`src/rtl/modulo_job_queue.sv`:
```
// Operand FIFO and job sequencer in front of the modulo core: buffers operand pairs,
// issues each as a start pulse, waits for the core result and tags errors.
module modulo_job_queue #(
  parameter int DEPTH   = 4,
  parameter int TIMEOUT = 1024
) (
  input  logic                     clk,
  input  logic                     rst_i,
  input  logic                     in_valid_i,
  output logic                     in_ready_o,
  input  logic [15:0]              in_a_i,
  input  logic [15:0]              in_b_i,
  output logic [15:0]              Zahl1_o,
  output logic [15:0]              Zahl2_o,
  output logic                     start_o,
  input  logic                     core_valid_i,
  input  logic [15:0]              core_result_i,
  output logic                     out_valid_o,
  input  logic                     out_ready_i,
  output logic [15:0]              out_result_o,
  output logic [1:0]               out_err_o,
  output logic                     busy_o,
  output logic [$clog2(DEPTH):0]   count_o
);

  localparam int DATA_W = 16;
  localparam int AW     = $clog2(DEPTH);
  localparam int CW     = AW + 1;
  localparam int TW     = $clog2(TIMEOUT) + 1;

  localparam logic [1:0] ERR_OK      = 2'd0;
  localparam logic [1:0] ERR_DIVZERO = 2'd1;
  localparam logic [1:0] ERR_TIMEOUT = 2'd2;

  typedef enum logic [1:0] {
    S_IDLE,
    S_ISSUE,
    S_WAIT,
    S_OUT
  } state_t;

  state_t                  r_state;
  state_t                  w_state_nxt;

  logic [2*DATA_W-1:0]     r_mem [DEPTH];
  logic [AW-1:0]           r_wptr;
  logic [AW-1:0]           r_rptr;
  logic [CW-1:0]           r_count;

  logic [DATA_W-1:0]       r_zahl1;
  logic [DATA_W-1:0]       r_zahl2;
  logic [DATA_W-1:0]       r_result;
  logic [1:0]              r_err;
  logic [TW-1:0]           r_timer;
  logic                    r_armed;

  logic                    w_in_ready;
  logic                    w_push;
  logic                    w_pop;
  logic [2*DATA_W-1:0]     w_head;
  logic [DATA_W-1:0]       w_head_a;
  logic [DATA_W-1:0]       w_head_b;
  logic                    w_head_b_zero;
  logic                    w_accept;
  logic                    w_timeout;

  // Readiness comes from the registered count only, so a same-cycle pop never frees a slot.
  assign w_in_ready    = (r_count < CW'(DEPTH));
  assign w_push        = in_valid_i && w_in_ready;
  assign w_pop         = (r_state == S_IDLE) && (r_count != '0);
  assign w_head        = r_mem[r_rptr];
  assign w_head_a      = w_head[2*DATA_W-1:DATA_W];
  assign w_head_b      = w_head[DATA_W-1:0];
  assign w_head_b_zero = (w_head_b == '0);
  assign w_accept      = r_armed && core_valid_i;
  assign w_timeout     = (r_timer == TW'(TIMEOUT - 1));

  always_ff @(posedge clk) begin
    if (w_push) begin
      r_mem[r_wptr] <= {in_a_i, in_b_i};
    end
  end

  always_ff @(posedge clk) begin
    if (rst_i) begin
      r_wptr  <= '0;
      r_rptr  <= '0;
      r_count <= '0;
    end else begin
      if (w_push) begin
        r_wptr <= r_wptr + 1'b1;
      end
      if (w_pop) begin
        r_rptr <= r_rptr + 1'b1;
      end
      case ({w_push, w_pop})
        2'b10:   r_count <= r_count + 1'b1;
        2'b01:   r_count <= r_count - 1'b1;
        default: r_count <= r_count;
      endcase
    end
  end

  always_ff @(posedge clk) begin
    if (rst_i) begin
      r_state <= S_IDLE;
    end else begin
      r_state <= w_state_nxt;
    end
  end

  always_comb begin
    w_state_nxt = r_state;
    case (r_state)
      S_IDLE: begin
        if (w_pop) begin
          w_state_nxt = w_head_b_zero ? S_OUT : S_ISSUE;
        end
      end
      S_ISSUE: w_state_nxt = S_WAIT;
      S_WAIT: begin
        if (w_accept || w_timeout) begin
          w_state_nxt = S_OUT;
        end
      end
      S_OUT: begin
        if (out_ready_i) begin
          w_state_nxt = S_IDLE;
        end
      end
      default: w_state_nxt = S_IDLE;
    endcase
  end

  // armed only sets after core_valid_i has been seen low, so a level left high by the
  // previous job cannot complete this one.
  always_ff @(posedge clk) begin
    if (rst_i) begin
      r_zahl1  <= '0;
      r_zahl2  <= '0;
      r_result <= '0;
      r_err    <= ERR_OK;
      r_timer  <= '0;
      r_armed  <= 1'b0;
    end else begin
      case (r_state)
        S_IDLE: begin
          if (w_pop) begin
            r_zahl1 <= w_head_a;
            r_zahl2 <= w_head_b;
            if (w_head_b_zero) begin
              r_result <= '0;
              r_err    <= ERR_DIVZERO;
            end
          end
        end
        S_ISSUE: begin
          r_timer <= '0;
          r_armed <= 1'b0;
        end
        S_WAIT: begin
          r_timer <= r_timer + 1'b1;
          if (!core_valid_i) begin
            r_armed <= 1'b1;
          end
          if (w_accept) begin
            r_result <= core_result_i;
            r_err    <= ERR_OK;
          end else if (w_timeout) begin
            r_result <= '0;
            r_err    <= ERR_TIMEOUT;
          end
        end
        default: begin
        end
      endcase
    end
  end

  assign in_ready_o   = w_in_ready;
  assign Zahl1_o      = r_zahl1;
  assign Zahl2_o      = r_zahl2;
  assign start_o      = (r_state == S_ISSUE);
  assign out_valid_o  = (r_state == S_OUT);
  assign out_result_o = r_result;
  assign out_err_o    = r_err;
  assign busy_o       = (r_state != S_IDLE);
  assign count_o      = r_count;

endmodule

```
`config.mk`:
```
export PLATFORM = sky130hd
export DESIGN_NAME = modulo_job_queue
export DESIGN_NICKNAME = d
export VERILOG_FILES = /design/src/rtl/modulo_job_queue.sv
export SDC_FILE = /design/constraint.sdc
export NUM_CORES = 1
export LEC_CHECK = 0
export BUFFER_PORTS_ARGS = -buffer_cell sky130_fd_sc_hd__buf_2
export CAP_MARGIN = 30
export CELL_PAD_IN_SITES_DETAIL_PLACEMENT = 1
export CELL_PAD_IN_SITES_GLOBAL_PLACEMENT = 1
export CORE_UTILIZATION = 42
export DETAILED_ROUTE_END_ITERATION = 8
export PLACE_DENSITY_LB_ADDON = 0.2
export SLEW_MARGIN = 20
export SYNTH_ARGS = -nofsm -noshare
export SYNTH_HDL_FRONTEND = slang
export SYNTH_SLANG_ARGS = --single-unit
```
`constraint.sdc`:
```
create_clock -name clk -period 2.85 [get_ports clk]
set_clock_uncertainty 0.1 [all_clocks]
set_input_delay 0.285 -clock clk [delete_from_list [all_inputs] [get_ports clk]]
set_output_delay 0.285 -clock clk [all_outputs]
set_load 0.02 [all_outputs]
```
==> results of run 1 <==
final cells by class:
cell class / instances / area [um^2]
Tap cell: 229 / 286.5
Timing Repair Buffer: 176 / 1250
Fill cell: 1824 / 8099
Clock inverter: 15 / 206.4
Inverter: 15 / 56.30
Sequential cell: 201 / 5310
Multi-Input combinational cell: 286 / 2237
Clock buffer: 24 / 579.3
synthesized netlist by cell type:
master    number
a211o_1        1
a211oi_1       1
a21o_1         2
a21oi_1       39
a221oi_1       2
a311oi_1       1
a31oi_1        1
and2_1         4
and3_1         2
buf_1          4
buf_12         2
buf_6          3
clkbuf_1      20
clkinv_1       1
dfxtp_1       73
edfxtp_1     128
fa_1           1
ha_1          10
inv_1         14
mux2_2         1
mux2i_1       16
mux4_1         9
mux4_2        23
nand2_1       89
nand2b_1      19
nand3_1        4
nand3_2        1
nand4_1        6
nor2_1        23
nor2_4         1
nor2b_1        1
nor3_1         3
nor4_1         2
nor4_2         1
o21ai_0        5
or3_1          1
or4_1          1
or4_4          2
xnor2_1        4
xor2_1        10
through the flow:
step	setup slack, ns	hold WS [ns]	area [um^2]
3_5_place_dp	-0.1244	0.3467	8572
5_1_grt	-0.009886	0.09801	9926
6_report	0.1037	0.09445	9926
4_1_cts	0.02282	0.08315	9892
3_3_place_gp	-0.04899	0.3405	8572
2_1_floorplan	0.03708	0.2839	7741
power by group:
group / switching, mW / internal (mW)
combinational: 1.64 / 1.06
sequential: 0.233 / 3.66
clock: 1.12 / 1.92
final timing paths:
| check | end | start | slack [ns] | depth (start not counted) |
|---|---|---|---|---|
| min | r_timer[0] | rst_i | 0.09 | 2 |
| max | out_result_o[5] | register | 0.10 | 8 |
| min reg2reg | Zahl1_o[10] | Zahl1_o[10] | 0.35 | 2 |
| max reg2reg | out_result_o[5] | register | 0.10 | 8 |
sequential cells by signal, summed over array words and instances (netlist names), named ones only:
name	flops
out_err_o	2
r_state	2
r_timer	11
Zahl2_o	16
r_armed	1
Zahl1_o	16
r_mem	128
count_o	3
r_rptr	2
r_wptr	2
out_result_o	16
per-layer routing:
| layer | part of all wire | wire length, um | vias up |
|---|---|---|---|
| met5 | 0 | 0 | - |
| met4 | 0.014 | 250 | 0 |
| met3 | 0.053 | 922 | 21 |
| met2 | 0.51 | 8897 | 132 |
| met1 | 0.42 | 7208 | 2380 |
| li1 | - | - | 2271 |
worst max-delay path: stages, from the launching register on:
cell and delay [ns]:
dfxtp_4 0.41, buf_6 0.15, mux4_2 0.51, or4_4 0.56, nor2_4 0.16, nand3_4 0.10, a211o_1 0.32, buf_12 0.18
mux2i_1 0.12
what timing repair did:
item,CTS,global route
endpoints found under the hold margin,145,0
buffers inserted,0,3
cloned,1,0
setup endpoints to repair,17,16
hold buffers,49,0
pin swaps,0,1
gates resized for setup,2,3
kinds of logic (layout without fill, tap and decap cells):
family,after synthesis,in the layout
fa+ha+maj,11,11
simple gates,160,160
compound gates,52,52
flops,201,201
buf+inv,44,230
mux,49,49
xor+xnor,14,14
==> impl_metrics.csv, run 1 <==
group,metric,value,unit
logic_synthesis,netlist_instances,531,
global_route,grt_pass1_wl,26.52,mm
sta,worstMarginPinSlew,0.5442,ns
clocking,cts.reportedPaths.clkPinSlew,0.06,ns
setup_path,cp-end-kind,"register",
layout,most-common-layout-cells,"128 x edfxtp_1, 109 x buf_2, 89 x nand2_1, 71 x dfxtp_1, 49 x dlygate4sd3_1",
layout,mostFrequentLayoutCell,"edfxtp_1",
place,gp_congestion,0.7445,
die,io_pins,110,
die,core_area,18020,um^2
clocking,cts_buffers,22,
setup_path,worstSetupPathType,"register to register",
sta,max_freq,0.3641,GHz
logic_synthesis,synth_top_area_frac,0.4965,
setup_path,arrival,3.02,ns
logic_synthesis,synth_seq_area_share,0.6853,
routing,via_per_inst,5.078,
sta,min_period_over_period,0.9636,
logic_synthesis,synth-compound-area-share,0.03669,
layout,finalNonFillerCells,946,
routing,wl_per_cell,18.27,um
min_path,min-delay-path-class,"input pin to register",
clocking,clock_path_buffers,3,
die,die_area,18980,um^2
run_status,outcome,"complete, no violations",
die,chipWidth,137.8,um
logic_synthesis,synthXorXnorAreaFrac,0.01584,
pwr,p_leak,3.742,nW
place,dp.cells,854,
routing,drc_errors,0,
logic_synthesis,synth.area.top_cells,"edfxtp_1 50%, dfxtp_1 19%, mux4_2 6.7%",
global_route,met1_usage,0.2276,
global_route,grt_overflow,0,
job,drv_cap,0,
routing,ant_nets,0,
logic_synthesis,synthMuxAreaShare,0.1196,
global_route,grt_antenna_before_repair,0,
place,port_buffers,109,
place,dp_hpwl,10.58,mm
die,dieHeight,137.8,um
logic_synthesis,netlist_area,7741,um^2
sta,finalSetupTns,0,ns
logic_synthesis,synth_nets,595,
clocking,cts_root_buf,"clkbuf_16",
setup_path,start_kind,"register",
logic_synthesis,yosys.area.top_type,"edfxtp_1",
setup_path,required,3.13,ns
die,initial_core_util,0.4295,
global_route,busiest_layer,"met2",
logic_synthesis,ys_ff_latch,201,
setup_path,path_max_fanout,16,
pwr,power_density,970.7,nW/um^2
sta,setup_viol,0,
logic_synthesis,synthSimpleGateAreaFrac,0.09536,
sta,finalCriticalPeriod,2.746,ns
clocking,clock-sinks,201,
layout,num_antenna_cells,0,
pwr,p_total,9.635,mW
sta,slew-limit-headroom,0.6365,
layout,final_util,0.5507,
logic_synthesis,synth_top_family_by_area,"multiplexers",
logic_synthesis,ys_warn_count,0,
layout,drive_gt1_frac,0.2748,
clocking,htreeDepth,1,
global_route,grt_pass1_vias,5106,
sta,maxSlewViolCount,0,
clocking,insertion_delay,0.49,ns
clocking,cts_tree,"done",
logic_synthesis,synthAdderAreaFrac,0.01875,
layout,layout.nets,766,
global_route,grt_max_degree,47,
layout,area_growth,28.22,%
routing,vias,4804,
global_route,met3_usage,0.03348,
sta,hold_violations,0,
die,row_count,49,
logic_synthesis,synth.distinct_cells,40,
routing,drtIter0Drc,249,
routing,finalWirelength,17.28,mm
global_route,grt_use_total,0.1862,
logic_synthesis,avgSynthCellArea,14.58,um^2
routing,drt_first_pass_iters,4,
pwr,ir_worst_vdd,0.4588,mV
global_route,met2_usage,0.3389,
Power figures use the tool's default switching activity.
==> run 2: changes to the inputs <==
--- a/config.mk
+++ b/config.mk
@@ -11,4 +11,5 @@
 export CELL_PAD_IN_SITES_GLOBAL_PLACEMENT = 1
 export CORE_UTILIZATION = 42
+export CTS_BUF_LIST = sky130_fd_sc_hd__clkbuf_8 sky130_fd_sc_hd__clkbuf_16
 export DETAILED_ROUTE_END_ITERATION = 8
 export PLACE_DENSITY_LB_ADDON = 0.2
==> constraint.sdc (replaced) <==
create_clock -name clk -period 2.85 [get_ports clk]
set_clock_uncertainty 0.1 [all_clocks]
set_input_delay 0.4275 -clock clk [delete_from_list [all_inputs] [get_ports clk]]
set_output_delay 0.4275 -clock clk [all_outputs]
set_load 0.02 [all_outputs]
==> run 2 against run 1 <==
  * Fmax down 0.32%
  * Count of clock-buffer cells in the layout down 1
  * Largest power group unchanged
  * Die area unchanged
  * Global-route usage down 0.47 points
  * Utilization down 2.1 points
  * Worst setup slack worse by 0.0088 ns
  * Clock power up 8.6%
  * Sequential share of layout area up 2.1 points
  * Highest routed layer unchanged
  * Sequential power about the same
==> impl_metrics.csv, run 2 (synthesized netlist as in run 1, its figures left out) <==
group,metric,value,unit
run_status,outcome,"complete, no violations",
routing,wl_per_cell,18.92,um
setup_path,worstSetupPathType,"register to register",
pwr,p_int,6.880,mW
min_path,min-delay-path-class,"input pin to register",
pwr,p_sw_frac,0.3029,
clocking,clock_path_buffers,3,
sta,max_freq,0.3630,GHz
global_route,grt_use_total,0.1816,
layout,layout.nets,719,
place,gp_congestion,0.7279,
routing,ant_nets,0,
clocking,insertion_delay,0.50,ns
clocking,cts_buffers,22,
clocking,cts_tree,"done",
layout,mostFrequentLayoutCell,"edfxtp_1",
setup_path,cp-end-kind,"register",
routing,drc_errors,0,
routing,drt_first_pass_iters,4,
sta,worstMarginPinSlew,0.5879,ns
pwr,clock_power_share,0.334,
clocking,clock-sinks,201,
sta,hold_violations,0,
setup_path,start_kind,"register",
pwr,p_total,9.869,mW
sta,rsz0062_at_grt,"no",
layout,largest_reg_flops,128,
clocking,htreeDepth,1,
routing,vias,4650,
setup_path,arrival,3.04,ns
sta,finalCriticalPeriod,2.755,ns
global_route,grt_pass1_wl,25.99,mm
die,chipWidth,137.8,um
die,dieHeight,137.8,um
routing,via_per_inst,5.161,
global_route,grt_max_degree,35,
die,initial_core_util,0.4295,
place,dp.cells,855,
layout,top_register,"r_mem",
global_route,grt_overflow,0,
clocking,cts_root_buf,"clkbuf_16",
layout,area_growth,23.31,%
place,port_buffers,109,
routing,finalWirelength,17.05,mm
global_route,busiest_layer,"met2",
pwr,p_leak,3.611,nW
pwr,p_comb_frac,0.271,
pwr,power_density,1034,nW/um^2
clocking,cts.reportedPaths.clkPinSlew,0.06,ns
sta,slew-limit-headroom,0.6081,
place,dp_hpwl,10.41,mm
layout,multiInputGateArea,2237,um^2
clocking,postCtsHoldBufs,0,
pwr,ir_worst_vdd,0.5807,mV
global_route,met3_usage,0.03385,
die,io_pins,110,
die,row_count,49,
die,die_area,18980,um^2
layout,regArea,5310,um^2
sta,min_period_over_period,0.9667,
pwr,p_seq_frac,0.394,
layout,finalNonFillerCells,901,
setup_path,path_max_fanout,16,
sta,maxSlewViolCount,0,
routing,drtIter0Drc,187,
sta,finalSetupTns,0,ns
global_route,met2_usage,0.3121,
layout,drive_gt1_frac,0.2951,
global_route,grt_pass1_vias,4875,
sta,setup_viol,0,
die,core_area,18020,um^2
setup_path,required,3.14,ns
job,drv_cap,0,
global_route,grt_antenna_before_repair,1,
layout,fillers,1816,
global_route,met1_usage,0.2344,
pwr,net-switching-power,2.990,mW
layout,most-common-layout-cells,"128 x edfxtp_1, 109 x buf_2, 89 x nand2_1, 71 x dfxtp_1, 39 x a21oi_1",
## run 2: cell types whose count changed in the layout (fill, tap and decap cells not counted), sizes merged, moves of 2 or more
cell,previous run,this run
dlygate4sd3,49,0
inv,14,20
buf,126,128
clkinv,9,4
bufinv,5,8
clkinvlp,2,0
## run 2: through the flow
step                      cell area, um^2  hold WS, ns  utilization  setup WS (ns)
after global placement               8592       0.3396       0.4767       -0.05675
after CTS                            9457      0.02429       0.5246        0.03006
after floorplan                      7741       0.3499            -        0.03708
after global routing                 9543      0.02474       0.5294       0.005159
after detailed placement             8592       0.3464       0.4767        -0.1131
final                                9545      0.04341       0.5296        0.09488
## run 2: critical path, stage by stage (launching register included)
cell     delay, ns
dfxtp_4       0.41
buf_6         0.15
mux4_2        0.52
or4_4         0.56
nor2_4        0.17
nand3_4       0.10
a211o_1       0.31
buf_12        0.17
mux2i_1       0.12
## run 2: area by class of cell
cell class | count | share of cell area
antenna | 1 | 0.0002622
clock inverter | 17 | 0.02910
timing repair buffer | 129 | 0.08376
inverter | 15 | 0.005899
multi-input combinational | 286 | 0.2344
sequential | 201 | 0.5563
tap | 229 | 0.03002
clock buffer | 23 | 0.06030
## run 2: worst paths after layout
path              start               to  slack, ns  cells past startpoint
min           in_a_i[9]     r_mem[3][25]       0.04                      1
min reg2reg  Zahl2_o[6]       Zahl2_o[6]       0.35                      2
max            register  out_result_o[3]       0.09                      8
max reg2reg    register  out_result_o[3]       0.09                      8
## run 2: power by group through the flow
stage | Clock (mW) | Combinational (mW) | Sequential, mW
6_report | 3.30 | 2.68 | 3.89
5_1_grt | 3.48 | 2.93 | 3.95
4_1_cts | 3.37 | 2.65 | 3.91
3_5_place_dp | 0 | 2.61 | 3.96
3_3_place_gp | 0 | 2.56 | 3.92
2_1_floorplan | 0 | 1.54 | 4.17
## run 2: metal layers
layer / vias up / wire, um / part of all wire
met5: - / 0 / 0
met4: 0 / 295 / 0.017
met3: 26 / 814 / 0.048
met2: 100 / 8339 / 0.49
met1: 2347 / 7596 / 0.45
li1: 2177 / - / -
## run 2: what timing repair did
| action | 4_1_cts | 5_1_grt |
|---|---|---|
| cloned | 0 | 1 |
| endpoints found under the setup margin | 17 | 17 |
| setup buffers | 0 | 4 |
| pin swaps | 0 | 2 |
| gates resized for setup | 2 | 4 |
